--- src/rtl/cpu_ctrl_pkg.sv ---
// Shared types and constants for the ALU operation sequencer.
package cpu_ctrl_pkg;

  localparam int NREG_DEFAULT = 16;
  localparam int OPW_DEFAULT  = 5;

  // One micro-step per state; IDLE and DONE are the only states that accept start.
  typedef enum logic [2:0] {
    IDLE     = 3'd0,
    T_Y      = 3'd1,
    T_OP     = 3'd2,
    T_ZLO    = 3'd3,
    T_ZHI    = 3'd4,
    T_MDR    = 3'd5,
    T_MDROUT = 3'd6,
    DONE     = 3'd7
  } state_t;

  localparam logic [4:0] OP_AND = 5'b00001;
  localparam logic [4:0] OP_OR  = 5'b00010;
  localparam logic [4:0] OP_ADD = 5'b00011;
  localparam logic [4:0] OP_SUB = 5'b00100;
  localparam logic [4:0] OP_MUL = 5'b01000;
  localparam logic [4:0] OP_DIV = 5'b01001;

  // MUL/DIV produce a 64-bit result that goes to HI/LO instead of the register file.
  function automatic logic is_two_word(input logic [4:0] opc);
    return (opc == OP_MUL) || (opc == OP_DIV);
  endfunction

endpackage

--- src/rtl/reg_sel_decoder.sv ---
// 4-bit register index plus enable to one-hot register select.
module reg_sel_decoder #(
  parameter int N = 16
) (
  input  logic [3:0]   i_idx,
  input  logic         i_en,
  output logic [N-1:0] o_sel
);

  // One-hot decode; all zero when not enabled.
  always_comb begin
    o_sel = '0;
    for (int unsigned i = 0; i < N; i++) begin
      o_sel[i] = i_en && (i_idx == i[3:0]);
    end
  end

endmodule

--- src/rtl/alu_op_sequencer.sv ---
// Moore control sequencer driving data_path enables for one instruction:
// reg-reg ALU op, two-word MUL/DIV into HI/LO, or load-immediate via MDR.
module alu_op_sequencer
  import cpu_ctrl_pkg::*;
#(
  parameter int NREG = NREG_DEFAULT,
  parameter int OPW  = OPW_DEFAULT
) (
  input  logic            Clock,
  input  logic            clear,
  input  logic            start,
  input  logic            is_imm,
  input  logic [OPW-1:0]  opcode,
  input  logic [3:0]      ra,
  input  logic [3:0]      rb,
  input  logic [3:0]      rc,
  output logic            busy,
  output logic            done,
  output logic [NREG-1:0] Rout,
  output logic [NREG-1:0] Rin,
  output logic            Yin,
  output logic            Zlowin,
  output logic            ZHighin,
  output logic            Zlowout,
  output logic            Zhighout,
  output logic            MDRin,
  output logic            MDRout,
  output logic            Read,
  output logic            HIin,
  output logic            LOin,
  output logic [OPW-1:0]  op
);

  state_t         r_state;
  state_t         w_next;
  logic [OPW-1:0] r_opcode;
  logic [3:0]     r_ra;
  logic [3:0]     r_rb;
  logic [3:0]     r_rc;

  logic           w_accept;
  logic           w_two_word;
  logic           w_rout_en;
  logic [3:0]     w_rout_idx;
  logic           w_rin_en;

  assign w_accept   = start && ((r_state == IDLE) || (r_state == DONE));
  assign w_two_word = is_two_word(r_opcode);

  // State register.
  always_ff @(posedge Clock or negedge clear) begin
    if (!clear) begin
      r_state <= IDLE;
    end else begin
      r_state <= w_next;
    end
  end

  // Instruction fields captured only on accept; the imm/reg-reg choice lives in the
  // state path itself, so is_imm needs no holding register.
  always_ff @(posedge Clock or negedge clear) begin
    if (!clear) begin
      r_opcode <= '0;
      r_ra     <= '0;
      r_rb     <= '0;
      r_rc     <= '0;
    end else if (w_accept) begin
      r_opcode <= opcode;
      r_ra     <= ra;
      r_rb     <= rb;
      r_rc     <= rc;
    end
  end

  // Next-state and output decode from registered state and latched fields.
  always_comb begin
    w_next     = r_state;
    busy       = 1'b0;
    done       = 1'b0;
    Yin        = 1'b0;
    Zlowin     = 1'b0;
    ZHighin    = 1'b0;
    Zlowout    = 1'b0;
    Zhighout   = 1'b0;
    MDRin      = 1'b0;
    MDRout     = 1'b0;
    Read       = 1'b0;
    HIin       = 1'b0;
    LOin       = 1'b0;
    op         = '0;
    w_rout_en  = 1'b0;
    w_rout_idx = r_rb;
    w_rin_en   = 1'b0;

    case (r_state)
      IDLE: begin
        if (start) begin
          w_next = is_imm ? T_MDR : T_Y;
        end
      end
      T_Y: begin
        busy       = 1'b1;
        w_rout_en  = 1'b1;
        w_rout_idx = r_rb;
        Yin        = 1'b1;
        w_next     = T_OP;
      end
      T_OP: begin
        busy       = 1'b1;
        w_rout_en  = 1'b1;
        w_rout_idx = r_rc;
        op         = r_opcode;
        Zlowin     = 1'b1;
        ZHighin    = 1'b1;
        w_next     = T_ZLO;
      end
      T_ZLO: begin
        busy    = 1'b1;
        Zlowout = 1'b1;
        if (w_two_word) begin
          LOin   = 1'b1;
          w_next = T_ZHI;
        end else begin
          w_rin_en = 1'b1;
          w_next   = DONE;
        end
      end
      T_ZHI: begin
        busy     = 1'b1;
        Zhighout = 1'b1;
        HIin     = 1'b1;
        w_next   = DONE;
      end
      T_MDR: begin
        busy   = 1'b1;
        Read   = 1'b1;
        MDRin  = 1'b1;
        w_next = T_MDROUT;
      end
      T_MDROUT: begin
        busy     = 1'b1;
        MDRout   = 1'b1;
        w_rin_en = 1'b1;
        w_next   = DONE;
      end
      DONE: begin
        busy = 1'b1;
        done = 1'b1;
        if (start) begin
          w_next = is_imm ? T_MDR : T_Y;
        end else begin
          w_next = IDLE;
        end
      end
      default: begin
        w_next = IDLE;
      end
    endcase
  end

  reg_sel_decoder #(.N(NREG)) u_rout_dec (
    .i_idx (w_rout_idx),
    .i_en  (w_rout_en),
    .o_sel (Rout)
  );

  reg_sel_decoder #(.N(NREG)) u_rin_dec (
    .i_idx (r_ra),
    .i_en  (w_rin_en),
    .o_sel (Rin)
  );

endmodule
--- config.mk ---
export PLATFORM = sky130hd
export DESIGN_NAME = alu_op_sequencer
export DESIGN_NICKNAME = d
export VERILOG_FILES = /design/src/rtl/cpu_ctrl_pkg.sv /design/src/rtl/reg_sel_decoder.sv /design/src/rtl/alu_op_sequencer.sv
export SDC_FILE = /design/constraint.sdc
export NUM_CORES = 1
export LEC_CHECK = 0
export CORE_ASPECT_RATIO = 1.5
export CORE_MARGIN = 2
export CORE_UTILIZATION = 42
export DETAILED_ROUTE_END_ITERATION = 6
export HOLD_SLACK_MARGIN = 0.15
export PLACE_DENSITY = 0.85
export SLEW_MARGIN = 40
export SYNTH_ARGS = -nofsm -noshare
export SYNTH_HDL_FRONTEND = slang
export SYNTH_HIERARCHICAL = 1
export SYNTH_SLANG_ARGS = --single-unit
--- constraint.sdc ---
create_clock -name Clock -period 3.79 [get_ports Clock]
set_clock_uncertainty 0.1 [all_clocks]
set_input_delay 0.379 -clock Clock [delete_from_list [all_inputs] [get_ports Clock]]
set_output_delay 0.379 -clock Clock [all_outputs]
set_load 0.02 [all_outputs]
# After elaboration in Yosys (flattened, before gate mapping)
# Cells that the tools add are included.
# Widths: inputs -> output; s select.
[word_totals]
regBits = 20
in_bits = 21
output_inout_bits = 49
word_cells = 106
[classes]
n_eq_ne = 40
mux = 20
n_reduce_logical = 41
[op_table]
columns = ["cell", "count"]
rows = [
  ["$eq 4x4->1 const B", 16],
  ["$logic_and 1x1->1", 33],
  ["$eq 4x3->1 const B", 8],
  ["$pmux 3 s7", 1],
  ["$eq 4x2->1 const B", 4],
  ["$eq 3x3->1 const B", 4],
  ["$mux 1", 12],
  ["$eq 5x4->1 const B", 2],
  ["$mux 3", 3],
  ["$eq 4x1->1 const B", 2],
  ["$logic_not 4->1", 2],
  ["$reduce_or 7->1", 1],
  ["$eq 3x2->1 const B", 2],
  ["$mux 5", 1],
  ["$mux 4", 1],
  ["$reduce_or 2->1", 2],
  ["$eq 3x1->1 const B", 1],
  ["$logic_not 3->1", 1],
  ["$logic_or 1x1->1", 2],
  ["$mux 2", 1],
  ["$ne 2x2->1 const B", 1],
  ["$pmux 1 s2", 1],
]

# Longest topological paths before layout
[logic_depth]
ltp_word = 5
depth_mapped = 6
ltp_nobuf = 5

# Cells and area by module
# The synthesis kept the hierarchy.
[by_module_without_submodules]
columns = ["module", "instances", "cells_each", "area_each_um2", "seq_area_each_um2"]
rows = [
  ["alu_op_sequencer", 1, 81, 1076.0, 500.5],
  ["reg_sel_decoder", 2, 23, 117.6, 0.0],
]

# Least setup slack after synthesis
# Ideal clock, no wire load.
[synth_timing]
kind = "reg2out"
start = "reg r_state[0]"
end = "out Rin[1]"
arrival_ns = 2.072
required_ns = 3.311
path_slack_ns = 1.239
path_stages_with_launch = 6
path_buffers = 1
cell_sequence = "dfrtp_1 -> buf_2 -> nor3_1 -> or2_2 -> or3b_4 -> nor2_1"
[synth_via]
elab_chain_cells = 3
elab_cells_between_ends = 4
cone_classes = "eq/ne: 2; mux: 1; reduce/logical: 1"
[synth_lines]
columns = ["element", "line_no", "source"]
rows = [
  ["start, declared", "alu_op_sequencer.sv:34", "state_t r_state;"],
  ["start signal, assigned", "alu_op_sequencer.sv:55", "r_state <= w_next;"],
  ["$eq 3x3->1 / $eq 3x2->1 (equally long branches)", "alu_op_sequencer.sv:95", "case (r_state)"],
  ["$pmux 1 s2 (*)", "alu_op_sequencer.sv:95", ""],
  ["via w_rin_en", "alu_op_sequencer.sv:45", "logic w_rin_en;"],
  ["$logic_and 1x1->1 (*)", "reg_sel_decoder.sv:14", "o_sel[i] = i_en && (i_idx == i[3:0]);"],
  ["end, declared", "alu_op_sequencer.sv:20", "output logic [NREG-1:0] Rin,"],
]
# Mark *: on every way through the listed nets, which the timed path passes. The rest lies on a longest branch.

# Worst setup path in the final report
[layout_timing]
start = "reg r_state[1]"
end = "out Rout[0]"
[layout_via]
elab_chain_cells = 4
elab_cells_between_ends = 7
cone_classes = "eq/ne: 2; mux: 2; reduce/logical: 3"
[layout_lines]
columns = ["element", "line_no", "source"]
rows = [
  ["$eq 3x2->1", "alu_op_sequencer.sv:95", ""],
  ["$mux 4", "alu_op_sequencer.sv:95", ""],
  ["via w_rout_idx[2]", "alu_op_sequencer.sv:44", "logic [3:0] w_rout_idx;"],
  ["$logic_not 4->1", "reg_sel_decoder.sv:14", ""],
  ["$logic_and 1x1->1", "reg_sel_decoder.sv:14", ""],
  ["end, declared", "alu_op_sequencer.sv:19", "output logic [NREG-1:0] Rout,"],
]
# The timed path passes the listed nets, and every way through them passes these cells.

==> results.txt <==
----------------------------------------------------
[Die]
  Starting density of the core ... 0.446
  CORE AREA ... 2940 um2
  Floorplan die area ... roughly 3600 um2
  Chip height ... around 72 um
  I/O pin count ... 70
  Width of the chip ... ~50 um
  Row Count ... 24

[Critical path]
  Endpoint of the lowest-slack register-to-register path ... r_ra[2]$_DFFE_PN0P_
  Worst setup SP type ... flip-flop
  Worst reg2reg path depth ... 3
  Max FO, Critical Path ... 11
  Endpoint class of the critical path ... output port
  Setup slack on the worst flop-to-flop path ... ~1.8 ns
  Worst Setup Path Type ... flip-flop to output port
  Startpoint of the worst register-to-register path ... r_state[0]$_DFFE_PN0P_
  Data arrival at the endpoint of the critical path ... 2.89 ns
  Required time of the critical path ... about 3.3 ns

[Final layout]
  Area added between synthesis and finish ... 56.9%
  Fraction of final layout cells sized beyond drive strength 1 ... 0.191
  Number of diodes added for antenna fixing ... 0
  Non-filler cells in the finished layout ... about 230
  Net count, final ... about 220
  Fill cells ... approximately 250

[Placed design]
  Place WS ... approximately 0.66 ns
  Routability Congestion ... between 0.7 and 0.8
  Inst Count DP ... between 200 and 250
  Detailed Place HPWL ... about 2800 um
  Count of input and output buffers ... between 60 and 70

[STA]
  Share of the clock period used by the worst path after layout ... 0.890
  Max-slew violation count ... 0
  Maximum clock frequency ... slightly below 300 MHz
  Total Negative Setup Slacks ... 0 ns
  Final Hold Vio Count ... 0
  # setup viols final ... 0
  Setup ws final ... approximately 0.42 ns
  Tightest Pin Transition ... ~0.74 ns
  Max transition margin ... 0.497
  Min Tclk post-route ... between 3 and 4 ns
  Unrepaired setup endpoints after global routing ... no

[Logic synthesis]
  Synthesized net count ... about 150
  Dominant cells by area after synthesis ... sky130_fd_sc_hd__dfrtp_1 38%, sky130_fd_sc_hd__mux2_4 11%, sky130_fd_sc_hd__mux2_2 10%, sky130_fd_sc_hd__nor2_1 7.7%, sky130_fd_sc_hd__nor3_1 3.4%
  Top_reg_cell synth ... sky130_fd_sc_hd__dfrtp_1
  Synth Area per Inst ... 10.3 um2
  Number of flip-flops and latches in the synthesized netlist ... 20
  Top-count cell post-synth ... sky130_fd_sc_hd__nor2_1
  Number of unique standard cell types used by synthesis ... 32
  Leading post-synthesis cells by instance count ... 27 x sky130_fd_sc_hd__nor2_1, 20 x sky130_fd_sc_hd__dfrtp_1, 12 x sky130_fd_sc_hd__mux2_2
  Mapped Area ... 1310 um2
  Gate count after technology mapping ... between 100 and 150
  Syn. warnings ... 6
  Synth area leader ... sky130_fd_sc_hd__dfrtp_1
  Area share of the leading cell type in the synthesized netlist ... 0.382
  Number of enable flip-flop cells after synthesis ... 0
  Share of async-settable or async-resettable flops after synthesis ... 1.00
  Share of the yosys chip area belonging to registers ... 0.382

[Route]
  Length of the first detailed-routing pass in iterations ... 5
  Count of vias placed by the detailed router ... around 1200
  Number of DRC violations after detailed-routing iteration 0 ... 30
  Via count normalized by instance count ... around 5.2
  Overall routed net length ... approximately 3500 um
  Final routed DRC violation total ... 0
  WL/cell ... between 10 and 15 um
  Residual antenna-violating net count after detailed routing ... 0

[Min path]
  Path type of the worst min-delay path ... flip-flop to flip-flop
  Startpoint of the tightest hold check path ... r_opcode[0]$_DFFE_PN0P_
  Destination of the worst hold path ... r_opcode[0]$_DFFE_PN0P_
  Worst hold path stage count ... 1

[GRT]
  First-pass GRT wire length ... 5730 um
  Initial antenna violation count ... 0
  Total track usage ... 0.205
  Largest net degree at the start of global routing ... 21
  Vias in the first global route ... approximately 1200
  Overflow left after global routing ... 0

[Clock tree]
  Clk pin slew, worst setup/hold paths ... around 0.07 ns
  Clock Sinks ... 20
  # Post-CTS Setup Buffers ... 0
  Inserted Clock Buffers ... 3
  Number of instances resized during post-cts repair ... 0
  Clk Tree Root Cell ... sky130_fd_sc_hd__clkbuf_8
  Largest buffer count on any clock path ... 2
  H-tree level count ... 1
  Clock tree from TritonCTS ... done
  Clock insertion delay at the later pin of the skew report ... between 0.2 and 0.3 ns

[Outcome]
  Status ... complete, no violations

[Pwr]
  Lkg Pwr ... approximately 0.8 nW
  Power per cell area ... between 700 and 800 nW/um2
  Maximum resistive drop on vdd ... between 0.0004 and 0.0005 V

[Job]
  Number of violations of the max-capacitance limit ... 0

----------------------------------------------------
==> final cells by class <==
type	instances	area (um2)	area share
clock buffer	3	41.3	0.0201
clock inverter	1	30.0	0.0146
inverter	3	11.3	0.00547
multi-input combinational	97	729	0.355
sequential	20	500	0.243
tap	39	48.8	0.0237
timing repair buffer	70	696	0.338
==> per-layer routing <==
layer / global-route usage / up-vias / share of wire
li1: - / 573 / -
met1: 0.212 / 570 / 0.36
met2: 0.399 / 59 / 0.54
met3: 0.0391 / 8 / 0.077
met4: 0.0772 / 0 / 0.022
met5: 0 / - / 0
==> worst max path at each step <==
stage	startpoint	to	cells after the start
floorplan	r_state[0]$_DFFE_PN0P_	Rin[1]	5
global placement	r_state[1]$_DFFE_PN0P_	Rout[0]	6
global route	r_state[1]$_DFFE_PN0P_	Rout[0]	6
finish	r_state[1]$_DFFE_PN0P_	Rout[0]	6
CTS	r_state[1]$_DFFE_PN0P_	Rout[0]	6
detailed placement	r_state[1]$_DFFE_PN0P_	Rout[0]	6
==> kinds of logic (layout without fill, tap and decap cells) <==
| kind of cell | after synthesis | in the layout | synth area share |
|---|---|---|---|
| mux | 22 | 22 | 0.218 |
| flops | 20 | 20 | 0.382 |
| compound gates | 8 | 8 | 0.0506 |
| xor+xnor | 1 | 1 | 0.00668 |
| simple gates | 66 | 66 | 0.282 |
| buf+inv | 10 | 77 | 0.0620 |
==> critical path, cell delays in order, from the launching register on <==
cell,delay (ns)
sky130_fd_sc_hd__dfrtp_1,0.49
sky130_fd_sc_hd__inv_1,0.17
sky130_fd_sc_hd__nor3_4,0.38
sky130_fd_sc_hd__mux2_2,0.42
sky130_fd_sc_hd__or3b_4,0.43
sky130_fd_sc_hd__nor3_2,0.12
sky130_fd_sc_hd__clkdlybuf4s50_1,0.63
==> per-stage QoR <==
stage                     power [mW]  cell area (um2)  hold slack (ns)  utilization
final                           1.54             2060            0.407        0.699
after global routing            1.64             2060            0.425        0.699
after CTS                       1.54             2050            0.412        0.697
after detailed placement        1.33             1980            0.391        0.673
after global placement          1.29             1980            0.390        0.673
after floorplan                 1.08             1310          -0.0166            -
==> cell usage in the layout, fill, tap and decap left out <==
cell type	netlist	layout
sky130_fd_sc_hd__a21boi_0	1	1
sky130_fd_sc_hd__a21oi_1	1	1
sky130_fd_sc_hd__a22oi_1	1	1
sky130_fd_sc_hd__a311oi_1	1	1
sky130_fd_sc_hd__and2_1	6	6
sky130_fd_sc_hd__and3_1	1	1
sky130_fd_sc_hd__and3_2	1	1
sky130_fd_sc_hd__and3_4	1	1
sky130_fd_sc_hd__buf_2	1	1
sky130_fd_sc_hd__bufinv_16	0	1
sky130_fd_sc_hd__clkbuf_8	0	3
sky130_fd_sc_hd__clkdlybuf4s50_1	0	68
sky130_fd_sc_hd__dfrtp_1	20	20
sky130_fd_sc_hd__dlygate4sd3_1	0	1
sky130_fd_sc_hd__inv_1	3	3
sky130_fd_sc_hd__mux2_2	12	12
sky130_fd_sc_hd__mux2_4	10	10
sky130_fd_sc_hd__nand2_1	3	3
sky130_fd_sc_hd__nand2b_1	4	4
sky130_fd_sc_hd__nand3_1	2	2
sky130_fd_sc_hd__nand3b_1	4	4
sky130_fd_sc_hd__nor2_1	27	27
sky130_fd_sc_hd__nor3_1	9	9
sky130_fd_sc_hd__nor3_2	3	3
sky130_fd_sc_hd__nor3_4	1	1
sky130_fd_sc_hd__nor4b_1	1	1
sky130_fd_sc_hd__o21a_1	1	1
sky130_fd_sc_hd__o21ai_0	1	1
sky130_fd_sc_hd__o21ai_4	1	1
sky130_fd_sc_hd__o2bb2ai_1	1	1
sky130_fd_sc_hd__or2_2	1	1
sky130_fd_sc_hd__or3b_4	2	2
sky130_fd_sc_hd__xnor2_1	1	1
==> timing repair <==
item / 4_1_cts / 5_1_grt
endpoints found under the hold margin: 0 / 20
endpoints found under the setup margin: 0 / 0
hold buffers: 0 / 1
==> state kept, by name, summed over array words and instances (netlist names) <==
register / cells
r_opcode: 5
r_rb: 4
r_state: 3
r_rc: 4
r_ra: 4
==> report_power, final <==
group	switching, mW	internal (mW)
combinational	0.425	0.450
clock	0.0669	0.141
sequential	0.130	0.324
Note: power is estimated with default switching activity, not from simulation.
==> patch 1: new RTL, config.mk and constraints unchanged <==
`NREG_DEFAULT`: 16 -> 8.
--- a/src/rtl/cpu_ctrl_pkg.sv
+++ b/src/rtl/cpu_ctrl_pkg.sv
@@ -2,5 +2,5 @@
 package cpu_ctrl_pkg;
 
-  localparam int NREG_DEFAULT = 16;
+  localparam int NREG_DEFAULT = 8;
   localparam int OPW_DEFAULT  = 5;
 
Interface: changed (resized Rin and Rout); port bits go from 70 to 54. No check against the original RTL was run, so the function may have changed too.
==> patch 1 against the unedited design <==
Final area is 13% lower; total power shrank 13%; critical path type unchanged; first-iteration DRC count down 43%; worst setup slack gained 0.0064 ns; sequential cell count stayed put; synthesized area down 6.9%; synthesized cell count decreased by 16%; non-clock buffer count decreased by 16; largest power group unchanged; routed wire length decreased by 20%; largest cell class unchanged; highest routed layer unchanged; utilization down 7.1 points; sequential share of layout area increased by 3.6 points.
==> patch 1: results <==
synthesis:
  yosysUniqueCellTypes: 31
  yosys-mux-area-fraction_pct: 23.4
  ys_top_cells_by_area: "dfrtp_1 (41%), mux2_4 (12%), mux2_2 (11%)"
  synthTopCellsByCount: "dfrtp_1 (20), nor2_1 (15), mux2_2 (12), mux2_4 (10), and2_1 (6)"
  synth_xor_area_share_pct: 0.717
  synthesis.nets: 128
  ys_seq_area_share_pct: 41.0
finish:
  drive_above_1_share_pct: 23.4
  nNetsFinal: 180
placement:
  dpl.hpwl_um: 2190
  gp_congestion: 0.769
  place_ws_ns: 0.710
  port-buffer-count: 53
status:
  status: "completed"
timing:
  layout_min_cycle_time_ns: 3.37
  slew_headroom_pct: 53.9
global_route:
  grt_pass1_vias: 1005
  globalRouteMet3Util_pct: 2.84
  grt_util_met2_pct: 31.7
  grt_pass1_wl_um: 4570
  use_met1_pct: 21.5
detailed_routing:
  vias: 973
  met3WireLength_um: 152
  drtIter0Drc: 17
  routedWlPerCell_um: 14.2
  dr.pass1.iters: 6
power_and_ir_drop:
  ir_drop_mv: 0.379
  p_leak_nw: 0.730
critical_path:
  r2r_start: "r_state[0]"
clocking:
  cts_hold_buf: 1
[patch 1: worst paths after layout]
check / end / cells after the start
max in group asynchronous: r_rb[1] / 2
worst min register to register: r_opcode[0] / 1
worst min-delay path: r_opcode[0] / 1
worst max register to register: r_opcode[3] / 3
min in group asynchronous: r_rc[0] / 2
worst max-delay path: Rout[0] / 6
[patch 1: where the power goes]
group          total [mW]  leakage, nW  internal [mW]  switching [mW]
Sequential          0.442        0.233          0.324           0.118
Combinational       0.739        0.468          0.410           0.329
Clock               0.160       0.0288         0.0925          0.0680
[patch 1: cell families after synthesis]
group                     Yosys count
xor gates and xnor gates            1
buffers and inverters              10
DFF                                20
AOI/OAI and AO/OA                   8
muxes                              22
and+or+nand+nor                    46
[patch 1: critical path: stages, from the launching register on]
cell and delay, ns:
dfrtp_1 0.52, inv_1 0.18, nor3_4 0.36, mux2_2 0.40, or3b_4 0.42, nor3_2 0.12, clkdlybuf4s50_1 0.63
[patch 1: final cells by class]
cell class	instances	area (um^2)
Clock buffer	4	55.1
Fill cell	230	1060
Inverter	3	11.3
Multi-Input combinational cell	77	639
Sequential cell	20	500
Tap cell	39	48.8
Timing Repair Buffer	54	536
[patch 1: per-stage QoR]
step | util (%) | cell area [um^2] | hold slack (ns) | instances
6_report | 62.8 | 1790 | 0.413 | 197
3_5_place_dp | 60.5 | 1730 | 0.254 | 192
4_1_cts | 62.8 | 1790 | 0.415 | 197
2_1_floorplan | - | 1220 | -0.0166 | 107
5_1_grt | 62.8 | 1790 | 0.436 | 197
3_3_place_gp | 60.7 | 1730 | 0.393 | 192
